### src/rtl/direction_queue_pkg.sv
// ----------------------------------------------------------------------------
// snake_pkg
//   Shared definitions for the snake game datapath.
//   The direction encoding and the opposite() helper are reused by the turn
//   queue, the collision logic and the renderer.
//   Encoding: 0 = UP, 1 = DOWN, 2 = LEFT, 3 = RIGHT. Opposites differ in bit 0.
// ----------------------------------------------------------------------------
package snake_pkg;

    typedef logic [1:0] dir_t;

    localparam dir_t DIR_UP    = 2'd0;
    localparam dir_t DIR_DOWN  = 2'd1;
    localparam dir_t DIR_LEFT  = 2'd2;
    localparam dir_t DIR_RIGHT = 2'd3;

    function automatic dir_t opposite(input dir_t d);
        return d ^ 2'b01;
    endfunction

endpackage

### src/rtl/direction_queue_if.sv
// ----------------------------------------------------------------------------
// direction_queue_if
//   Bundles the button/tick/clear requests going into the turn queue and the
//   heading/status coming out of it.
//   master : game/debouncer side (drives requests, observes heading)
//   slave  : direction_queue (consumes requests, drives heading)
//   Signals:
//     Clear                        - synchronous flush for game restart
//     BtnUp/BtnDown/BtnLeft/BtnRight - one-cycle debounced button pulses
//     Tick                         - one-cycle game-step strobe
//     Direction                    - current heading
//     Turned                       - one-cycle pulse after Direction changed
//     Rejected                     - one-cycle pulse after a dropped request
//     Count                        - number of queued turns
// ----------------------------------------------------------------------------
interface direction_queue_if
    import snake_pkg::*;
#(
    parameter int DEPTH = 2
) ();

    localparam int CNT_W = $clog2(DEPTH + 1);

    logic             Clear;
    logic             BtnUp;
    logic             BtnDown;
    logic             BtnLeft;
    logic             BtnRight;
    logic             Tick;
    dir_t             Direction;
    logic             Turned;
    logic             Rejected;
    logic [CNT_W-1:0] Count;

    modport master (
        output Clear, BtnUp, BtnDown, BtnLeft, BtnRight, Tick,
        input  Direction, Turned, Rejected, Count
    );

    modport slave (
        input  Clear, BtnUp, BtnDown, BtnLeft, BtnRight, Tick,
        output Direction, Turned, Rejected, Count
    );

endinterface

### src/rtl/direction_queue_turn_fifo.sv
// ----------------------------------------------------------------------------
// turn_fifo
//   DEPTH x 2-bit synchronous circular FIFO holding pending turns.
//   Ports:
//     clk, rst_n   - clock, synchronous active-low reset
//     flush        - synchronous empty (game restart)
//     push, push_data
//     pop
//     head         - oldest entry (valid when !empty)
//     tail         - newest entry (valid when !empty)
//     count, full, empty
//   A push while full is dropped unless a pop happens in the same cycle; a pop
//   while empty is ignored, so count never leaves 0..DEPTH.
// ----------------------------------------------------------------------------
module turn_fifo
    import snake_pkg::*;
#(
    parameter int DEPTH = 2,
    parameter int CNT_W = $clog2(DEPTH + 1)
) (
    input  logic             clk,
    input  logic             rst_n,
    input  logic             flush,
    input  logic             push,
    input  dir_t             push_data,
    input  logic             pop,
    output dir_t             head,
    output dir_t             tail,
    output logic [CNT_W-1:0] count,
    output logic             full,
    output logic             empty
);

    localparam int                 PTR_W   = (DEPTH > 1) ? $clog2(DEPTH) : 1;
    localparam logic [PTR_W-1:0]   PTR_MAX = PTR_W'(DEPTH - 1);
    localparam logic [CNT_W-1:0]   CNT_MAX = CNT_W'(DEPTH);

    dir_t             mem_q [DEPTH];
    dir_t             mem_d [DEPTH];
    logic [PTR_W-1:0] rd_ptr_q, rd_ptr_d;
    logic [PTR_W-1:0] wr_ptr_q, wr_ptr_d;
    logic [CNT_W-1:0] count_q, count_d;
    logic [PTR_W-1:0] tail_idx;
    logic             push_ok;
    logic             pop_ok;

    function automatic logic [PTR_W-1:0] next_ptr(input logic [PTR_W-1:0] p);
        return (p == PTR_MAX) ? '0 : p + 1'b1;
    endfunction

    assign empty    = (count_q == '0);
    assign full     = (count_q == CNT_MAX);
    assign count    = count_q;
    assign head     = mem_q[rd_ptr_q];
    // Newest entry sits one slot behind the write pointer, wrapping at 0.
    assign tail_idx = (wr_ptr_q == '0) ? PTR_MAX : wr_ptr_q - 1'b1;
    assign tail     = mem_q[tail_idx];

    always_comb begin
        pop_ok   = pop && !empty;
        push_ok  = push && (!full || pop_ok);
        mem_d    = mem_q;
        rd_ptr_d = rd_ptr_q;
        wr_ptr_d = wr_ptr_q;
        count_d  = count_q;

        if (push_ok) begin
            mem_d[wr_ptr_q] = push_data;
            wr_ptr_d        = next_ptr(wr_ptr_q);
        end
        if (pop_ok) begin
            rd_ptr_d = next_ptr(rd_ptr_q);
        end
        if (push_ok && !pop_ok) begin
            count_d = count_q + 1'b1;
        end else if (pop_ok && !push_ok) begin
            count_d = count_q - 1'b1;
        end

        if (flush) begin
            rd_ptr_d = '0;
            wr_ptr_d = '0;
            count_d  = '0;
        end
    end

    always_ff @(posedge clk) begin
        if (!rst_n) begin
            rd_ptr_q <= '0;
            wr_ptr_q <= '0;
            count_q  <= '0;
        end else begin
            rd_ptr_q <= rd_ptr_d;
            wr_ptr_q <= wr_ptr_d;
            count_q  <= count_d;
        end
    end

    // Entry storage needs no reset: count gates every read.
    always_ff @(posedge clk) begin
        mem_q <= mem_d;
    end

endmodule

### src/rtl/direction_queue.sv
// ----------------------------------------------------------------------------
// direction_queue
//   Buffers player turn requests between the button debouncers and the
//   game-step logic. Illegal (reversal) and redundant (same heading) requests
//   are dropped; up to DEPTH legal turns are queued and one is applied to the
//   heading per game Tick.
//   Ports:
//     Clock    - system clock
//     Reset_n  - synchronous active-low reset
//     bus      - direction_queue_if.slave (buttons, Tick, Clear in;
//                Direction, Turned, Rejected, Count out)
//   All outputs are registered.
// ----------------------------------------------------------------------------
module direction_queue
    import snake_pkg::*;
#(
    parameter int   DEPTH    = 2,
    parameter dir_t INIT_DIR = 2'd3
) (
    input  logic              Clock,
    input  logic              Reset_n,
    direction_queue_if.slave  bus
);

    localparam int CNT_W = $clog2(DEPTH + 1);

    dir_t             dir_q, dir_d;
    logic             turned_q, turned_d;
    logic             rejected_q, rejected_d;

    logic             sel_vld;
    dir_t             sel_dir;
    dir_t             ref_dir;
    logic             accept;
    logic             fifo_push;
    logic             fifo_pop;
    dir_t             fifo_head;
    dir_t             fifo_tail;
    logic [CNT_W-1:0] fifo_count;
    logic             fifo_full;
    logic             fifo_empty;

    turn_fifo #(
        .DEPTH (DEPTH),
        .CNT_W (CNT_W)
    ) u_turn_fifo (
        .clk       (Clock),
        .rst_n     (Reset_n),
        .flush     (bus.Clear),
        .push      (fifo_push),
        .push_data (sel_dir),
        .pop       (fifo_pop),
        .head      (fifo_head),
        .tail      (fifo_tail),
        .count     (fifo_count),
        .full      (fifo_full),
        .empty     (fifo_empty)
    );

    always_comb begin
        // Only the highest-priority button is considered; the rest vanish.
        sel_vld = bus.BtnUp || bus.BtnDown || bus.BtnLeft || bus.BtnRight;
        if (bus.BtnUp) begin
            sel_dir = DIR_UP;
        end else if (bus.BtnDown) begin
            sel_dir = DIR_DOWN;
        end else if (bus.BtnLeft) begin
            sel_dir = DIR_LEFT;
        end else begin
            sel_dir = DIR_RIGHT;
        end

        // A new turn is judged against the heading the snake will have when
        // it is applied: the newest queued turn, or the live heading.
        ref_dir = fifo_empty ? dir_q : fifo_tail;

        // A full queue still accepts when the same-cycle Tick frees a slot.
        accept = sel_vld
              && (sel_dir != ref_dir)
              && (sel_dir != opposite(ref_dir))
              && (!fifo_full || bus.Tick);

        fifo_push = accept && !bus.Clear;
        fifo_pop  = bus.Tick && !bus.Clear;

        dir_d      = dir_q;
        turned_d   = 1'b0;
        rejected_d = 1'b0;

        if (bus.Clear) begin
            dir_d = INIT_DIR;
        end else begin
            // A queued turn always differs from the heading it follows, so
            // every pop is a real change of direction.
            if (bus.Tick && !fifo_empty) begin
                dir_d    = fifo_head;
                turned_d = 1'b1;
            end
            rejected_d = sel_vld && !accept;
        end
    end

    always_ff @(posedge Clock) begin
        if (!Reset_n) begin
            dir_q      <= INIT_DIR;
            turned_q   <= 1'b0;
            rejected_q <= 1'b0;
        end else begin
            dir_q      <= dir_d;
            turned_q   <= turned_d;
            rejected_q <= rejected_d;
        end
    end

    assign bus.Direction = dir_q;
    assign bus.Turned    = turned_q;
    assign bus.Rejected  = rejected_q;
    assign bus.Count     = fifo_count;

endmodule

### src/flat_wrapper.sv
// flat-port wrapper written by rule: the top's interface ports become plain ports
module direction_queue_flat import snake_pkg::*;
#(
    parameter int   DEPTH    = 2,
    parameter dir_t INIT_DIR = 2'd3
)
  (Clock, Reset_n, bus_Clear, bus_BtnUp, bus_BtnDown, bus_BtnLeft, bus_BtnRight, bus_Tick, bus_Direction, bus_Turned, bus_Rejected, bus_Count);
  direction_queue_if #(.DEPTH(DEPTH)) bus_i ();
  input  logic Clock;
  input  logic Reset_n;
  input wire logic [$bits(bus_i.Clear)-1:0] bus_Clear;
  input wire logic [$bits(bus_i.BtnUp)-1:0] bus_BtnUp;
  input wire logic [$bits(bus_i.BtnDown)-1:0] bus_BtnDown;
  input wire logic [$bits(bus_i.BtnLeft)-1:0] bus_BtnLeft;
  input wire logic [$bits(bus_i.BtnRight)-1:0] bus_BtnRight;
  input wire logic [$bits(bus_i.Tick)-1:0] bus_Tick;
  output wire logic [$bits(bus_i.Direction)-1:0] bus_Direction;
  output wire logic [$bits(bus_i.Turned)-1:0] bus_Turned;
  output wire logic [$bits(bus_i.Rejected)-1:0] bus_Rejected;
  output wire logic [$bits(bus_i.Count)-1:0] bus_Count;
  assign bus_i.Clear = bus_Clear;
  assign bus_i.BtnUp = bus_BtnUp;
  assign bus_i.BtnDown = bus_BtnDown;
  assign bus_i.BtnLeft = bus_BtnLeft;
  assign bus_i.BtnRight = bus_BtnRight;
  assign bus_i.Tick = bus_Tick;
  assign bus_Direction = bus_i.Direction;
  assign bus_Turned = bus_i.Turned;
  assign bus_Rejected = bus_i.Rejected;
  assign bus_Count = bus_i.Count;
  direction_queue #(.DEPTH(DEPTH), .INIT_DIR(INIT_DIR)) u_core (.Clock(Clock), .Reset_n(Reset_n), .bus(bus_i));
endmodule
### config.mk
export PLATFORM = sky130hd
export DESIGN_NAME = direction_queue_flat
export DESIGN_NICKNAME = d
export VERILOG_FILES = /design/src/rtl/direction_queue_pkg.sv /design/src/rtl/direction_queue_if.sv /design/src/rtl/direction_queue_turn_fifo.sv /design/src/rtl/direction_queue.sv /design/src/flat_wrapper.sv
export SDC_FILE = /design/constraint.sdc
export NUM_CORES = 1
export LEC_CHECK = 0
export BUFFER_PORTS_ARGS = -buffer_cell sky130_fd_sc_hd__buf_4
export CAP_MARGIN = 20
export CORE_AREA = 3 3 40 42
export CTS_CLUSTER_DIAMETER = 100
export DETAILED_ROUTE_END_ITERATION = 8
export DIE_AREA = 0 0 43 45
export GPL_ROUTABILITY_DRIVEN = 0
export PLACE_DENSITY = 0.68
export SYNTH_ARGS = -nofsm -noshare
export SYNTH_HDL_FRONTEND = slang
export SYNTH_SLANG_ARGS = --single-unit
### constraint.sdc
create_clock -name Clock -period 2.6 [get_ports Clock]
set_input_delay 0.13 -clock Clock [delete_from_list [all_inputs] [get_ports Clock]]
set_output_delay 0.13 -clock Clock [all_outputs]
set_load 0.005 [all_outputs]
======== Yosys cells after proc, flatten, opt, wreduce, memory -nomap -nowiden ========
Cells that the tools add are included.
operators by class
  reduce and logical (&&, ||, !) cells .... 26
  add/subtract/negate cells ............... 5
  bitwise gates (word level) .............. 5
  order comparisons ....................... 4
  multiplexer cells ....................... 19
  equal/unequal tests ..................... 3
operator list
  operator                                                              number
  2-bit two-way mux                                                     12
  1-bit logical AND                                                     12
  2-bit >= comparator, second input constant                            3
  1-bit logical NOT                                                     6
  1-bit NOT with 2-bit output                                           3
  1-bit logical OR                                                      5
  1-bit two-way mux                                                     5
  4-bit bitwise mux                                                     1
  2-bit inequality test                                                 2
  1-bit adder, second input constant                                    2
  2-bit by 1-bit adder with 2-bit output, second input constant         1
  2-bit demux with 1-bit select                                         1
  2-bit equality test, second input constant                            1
  2-bit logical NOT                                                     1
  2-bit by 1-bit < comparator with 1-bit output, second input constant  1
  1-bit NOT                                                             2
  2-bit nonzero test                                                    1
  2-bit OR reduction                                                    1
  2-bit by 1-bit subtractor with 2-bit output, second input constant    1
  1-bit subtractor, second input constant                               1
word-level totals
  register bits after elaboration ......... 12
  bits of input ports ..................... 8
  output and inout port bits .............. 6
  logic and storage cells ................. 70

======== Logic depth before layout (Yosys ltp) ========
  depth in word-level cells ............... 17
  depth in mapped cells ................... 8

======== Cells and area by module ========
Synthesis repeated with hierarchy kept, for this count alone.
second synthesis, totals
  cell total of the unflattened synthesis .. 57
  area, all modules ....................... 616.8 µm²
by module, submodules not included
  module           instances  cells an instance  area each (µm²)  sequential area each (µm²)
  turn_fifo        1          33                 395.4            200.2
  direction_queue  1          24                 221.5            80.1

======== Worst setup path before layout ========
OpenSTA, ideal clock, no wires.
  path type ............................... register -> register
  from .................................... register u_core.u_turn_fifo.wr_ptr_q
  to ...................................... register u_core.u_turn_fifo.count_q[1] (netlist: u_core.u_turn_fifo.count[1])
  setup time .............................. 0.070 ns
  data arrival time ....................... 2.148 ns
  path buffers ............................ 0
  slack ................................... 0.382 ns
  required time ........................... 2.530 ns
  cell stages (with the launch flop) ...... 7
  cells stage by stage .................... dfxtp_1 -> mux2_4 -> a2111o_1 -> a221oi_4 -> ha_1 -> or3_1 -> a21oi_1
on the way
  word-level cells in the longest chain between the ends .. 16
RTL lines
  element                                                            RTL line                                      text
  start: declaration                                                 direction_queue_turn_fifo.sv:41               logic [PTR_W-1:0] wr_ptr_q, wr_ptr_d;
  start signal: assignment                                           direction_queue_turn_fifo.sv:94               wr_ptr_q <= wr_ptr_d;
  1-bit subtractor                                                   direction_queue_turn_fifo.sv:56               assign tail_idx = (wr_ptr_q == '0) ? PTR_MAX : wr_ptr_q - 1'b1;
  1-bit two-way mux (*)                                              direction_queue_turn_fifo.sv:56
  1-bit NOT with 2-bit output (not written as such) (*)              direction_queue_turn_fifo.sv:57               assign tail = mem_q[tail_idx];
  2-bit two-way mux (not written as such) (*) (3 in series)          direction_queue_turn_fifo.sv:57
  2-bit two-way mux (*)                                              direction_queue.sv:75                         ref_dir = fifo_empty ? dir_q : fifo_tail;
  2-bit inequality test / 1-bit NOT (equally long branches)          n/a
  1-bit logical AND / 2-bit inequality test (equally long branches)  direction_queue.sv:79, direction_queue.sv:80
  1-bit logical AND (*)                                              direction_queue.sv:80                         && (sel_dir != opposite(ref_dir))
  1-bit logical AND (*)                                              direction_queue.sv:81                         && (!fifo_full || bus.Tick);
  1-bit logical AND (*)                                              direction_queue.sv:83                         fifo_push = accept && !bus.Clear;
  1-bit logical AND (*)                                              direction_queue_turn_fifo.sv:61               push_ok = push && (!full || pop_ok);
  1-bit logical NOT                                                  direction_queue_turn_fifo.sv:76               end else if (pop_ok && !push_ok) begin
  1-bit logical AND                                                  direction_queue_turn_fifo.sv:76
  2-bit nonzero test (no source line)                                n/a
  end signal: assignment                                             direction_queue_turn_fifo.sv:95               count_q <= count_d;
  end: declaration                                                   direction_queue_turn_fifo.sv:42               logic [CNT_W-1:0] count_q, count_d;
Every way passes the cells marked *; elsewhere a longest branch is shown, timed or not. The select of a mux whose other input is x is not followed.
A chain may end at the register's enable or synchronous reset.

======== Worst setup path in the final report ========
Same ends and word-level chain as after synthesis.

==> impl_metrics.py <==
metrics = {
    "finish": {
        "n_antenna_cell": 0,
        "area_delta_synth_final_pct": 23.35,
        "nNetsFinal": 83,
        "post-route-cell-area_sq_um": 726.9,
        "fraction_of_final_layout_cells_with_drive_strength_greater_than_1": 0.2740,
    },
    "die": {
        "dieHeight_um": 45,
        "placementRows": 13,
        "die_area_sq_um": 1935,
        "io-pin-count": 14,
        "initial_utilization": 0.4586,
        "fp.coreArea_sq_um": 1285,
        "die_x_um": 43,
    },
    "routing": {
        "drt_first_pass_iters": 2,
        "route.antenna.remaining_nets": 0,
        "vias": 466,
        "wirelength_um": 1092,
        "avgViaCountPerCell": 5.295,
        "drt_iter0_markers": 3,
        "detail_route.drc_violations": 0,
        "routedWlPerCell_um": 12.41,
    },
    "placement": {
        "placedInstanceArea_sq_um": 700.7,
        "post-place-ws_ns": 0.2748,
        "hpwlAfterDp_um": 896.8,
        "number_of_input_and_output_port_buffers_inserted": 13,
    },
    "logic_synthesis": {
        "post-synth-top-area-cell": "sky130_fd_sc_hd__dfxtp_1",
        "synth_area_sq_um": 589.3,
        "syn_inst": 57,
        "synth_area_per_cell_sq_um": 10.34,
        "synth_seq_area_share": 0.4756,
        "synth_cell_type_count": 25,
        "synth_top_cells_by_area": "sky130_fd_sc_hd__dfxtp_1 (27%), sky130_fd_sc_hd__edfxtp_1 (20%), sky130_fd_sc_hd__mux2i_1 (5.1%), sky130_fd_sc_hd__a221oi_4 (4.5%), sky130_fd_sc_hd__xor2_1 (4.5%)",
        "postSynthNetCount": 66,
        "ys_seq_elements": 12,
        "synth_top_cell_area_share": 0.2718,
        "synthesis.yosys.warnings": 0,
    },
    "worst_setup_path": {
        "setup.worst_path.end_class": "flop",
        "worstPathCellList": "mux2_4 > a2111o_1 > a221oi_4 > ha_1 > or3_1 > a21oi_1",
        "critical_path_arrival_ns": 2.54,
        "startpoint_type": "flop",
        "cell_with_the_largest_stage_delay_on_the_worst_path": "sky130_fd_sc_hd__a2111o_1",
        "cp_top_family": "compound AO/OA/AOI/OAI gates",
        "setup.worst_path.class": "reg -> reg",
        "path_max_fanout": 5,
        "max_stage_delay_ns": 0.45,
        "worst-endpoint-required_ns": 2.80,
        "crit_buf_inv": 0,
    },
    "timing": {
        "maxSlewViolCount": 0,
        "hold_viol_final": 0,
        "max_slew_margin": 0.7683,
        "setup_tns_ns": 0,
        "rsz_0062_raised_after_global_routing": "no",
        "transition_time_at_the_pin_with_the_least_slew_margin_ns": 0.3460,
        "max_freq_ghz": 0.4284,
        "period_minus_slack_ns": 2.335,
        "finalClockSkew_ns": 0.004743,
        "timing.final.crit_share": 0.8979,
        "report.final.setup_viol": 0,
        "timing.final.ws_setup_ns": 0.2655,
    },
    "clock_tree": {
        "clock_tree.buffer_depth": 2,
        "cts_hold_buffers": 0,
        "cts_inserted_buffers": 3,
        "buffers_inserted_during_post_cts_setup_optimization": 0,
        "post_cts_resize_count": 0,
        "worst_skew_pair.late_latency_ns": 0.27,
        "cts.sinks": 12,
        "worst_setup_hold_path_clk_slew_ns": 0.07,
        "cts_root_buffer": "sky130_fd_sc_hd__clkbuf_4",
        "htree_num_levels": 1,
        "cts_tree": "done",
    },
    "outcome": {
        "result_of_the_run": "complete, no violations",
    },
    "global_routing": {
        "vias_in_the_first_global_route": 436,
        "antenna_violations_before_repair": 0,
        "gr-usage-all-layers": 0.1294,
        "grt-ovfl-total": 0,
        "grt_pass1_wl_um": 1849,
        "grt_start_max_net_pins": 10,
    },
    "pwr": {
        "power-per-cell-area_nw_per_um2": 550.5,
        "static-leakage-power_nw": 0.3033,
        "total_power_uw": 400.2,
        "irDropWorstVdd_mv": 0.2430,
    },
    "flow_run": {
        "cap_viol_max_count": 0,
    },
    "min_path": {
        "hold_path.class": "in -> reg",
    },
}
==> state kept, by name, indices dropped and copies added, names as in the netlist <==
| name | cells |
|---|---|
| u_core.bus.Rejected | 1 |
| u_core.u_turn_fifo.mem_q | 4 |
| u_core.u_turn_fifo.wr_ptr_q | 1 |
| u_core.bus.Turned | 1 |
| u_core.u_turn_fifo.rd_ptr_q | 1 |
| u_core.bus.Direction | 2 |
| u_core.u_turn_fifo.count | 2 |
==> stage by stage <==
stage / util / cells / hold slack (ns)
6_report: 0.5657 / 88 / 0.1534
5_1_grt: 0.5657 / 88 / 0.1567
4_1_cts: 0.5657 / 88 / 0.1480
3_5_place_dp: 0.5453 / 84 / 0.4392
3_3_place_gp: 0.5453 / 84 / 0.4280
2_1_floorplan: - / 57 / 0.2823
==> final timing paths <==
path | startpoint | cells past startpoint | slack [ns] | endpoint
worst max-delay path | u_core.u_turn_fifo.wr_ptr_q | 6 | 0.27 | u_core.u_turn_fifo.count[1]
worst min-delay path | bus_BtnUp | 2 | 0.15 | u_core.u_turn_fifo.mem_q[2]
worst max register to register | u_core.u_turn_fifo.wr_ptr_q | 6 | 0.27 | u_core.u_turn_fifo.count[1]
worst min register to register | u_core.bus.Direction[0] | 2 | 0.49 | u_core.bus.Direction[0]
==> Yosys cell counts, drive strengths merged <==
master / instances
or3: 2
nor3b: 1
nor2: 6
a21oi: 3
a211o: 1
nand2: 6
a2111o: 1
or2: 3
o21ai: 1
inv: 2
edfxtp: 4
buf: 1
a221oi: 1
nor2b: 1
and2b: 1
and2: 1
ha: 1
a21boi: 1
dfxtp: 8
o211ai: 3
mux2: 1
mux2i: 3
xor2: 3
nand2b: 2
==> kinds of logic (layout without fill, tap and decap cells) <==
family                     count (synthesis)  after routing  synth area share
adders and majority gates                  1              1           0.02123
xor gates and xnor gates                   3              3           0.04459
AOI/OAI and AO/OA                         11             11            0.1635
and+or+nand+nor                           23             23            0.1975
buffers and inverters                      3             19           0.02123
DFF                                       12             12            0.4756
muxes                                      4              4           0.07643
==> placed cells by master, fill, tap and decap left out, types with 2 or more instances in the layout <==
cell / Yosys / final
sky130_fd_sc_hd__or2_2: 2 / 2
sky130_fd_sc_hd__nor2_1: 6 / 6
sky130_fd_sc_hd__nand2_1: 6 / 6
sky130_fd_sc_hd__buf_4: 0 / 13
sky130_fd_sc_hd__o211ai_1: 3 / 3
sky130_fd_sc_hd__dfxtp_1: 8 / 8
sky130_fd_sc_hd__nand2b_1: 2 / 2
sky130_fd_sc_hd__inv_1: 2 / 2
sky130_fd_sc_hd__or3_1: 2 / 2
sky130_fd_sc_hd__mux2i_1: 3 / 3
sky130_fd_sc_hd__xor2_1: 3 / 3
sky130_fd_sc_hd__edfxtp_1: 4 / 4
sky130_fd_sc_hd__a21oi_1: 3 / 3
sky130_fd_sc_hd__clkbuf_4: 0 / 3
==> report_power, final <==
| group | total (mW) | switching (mW) | internal (mW) | leakage (nW) |
|---|---|---|---|---|
| Combinational | 0.0688 | 0.0333 | 0.0355 | 0.186 |
| Sequential | 0.213 | 0.00918 | 0.203 | 0.103 |
| Clock | 0.119 | 0.0593 | 0.0594 | 0.0150 |
==> area by class of cell <==
type                            instances  area (sq um)
Multi-Input combinational cell         42         296.5
Inverter                                2         7.507
Clock buffer                            4         26.28
Timing Repair Buffer                   13         97.59
Sequential cell                        12         280.3
Tap cell                               15         18.77
Fill cell                             112         558.0
==> per-layer routing <==
layer  routed length [um]  GRT usage  part of all wire
met1                  474     0.1609              0.43
met2                  538     0.2126              0.49
met3                   64    0.03586             0.059
met4                   14    0.05422             0.013
met5                    0          0                 0
Note: power is estimated with default switching activity, not from simulation.
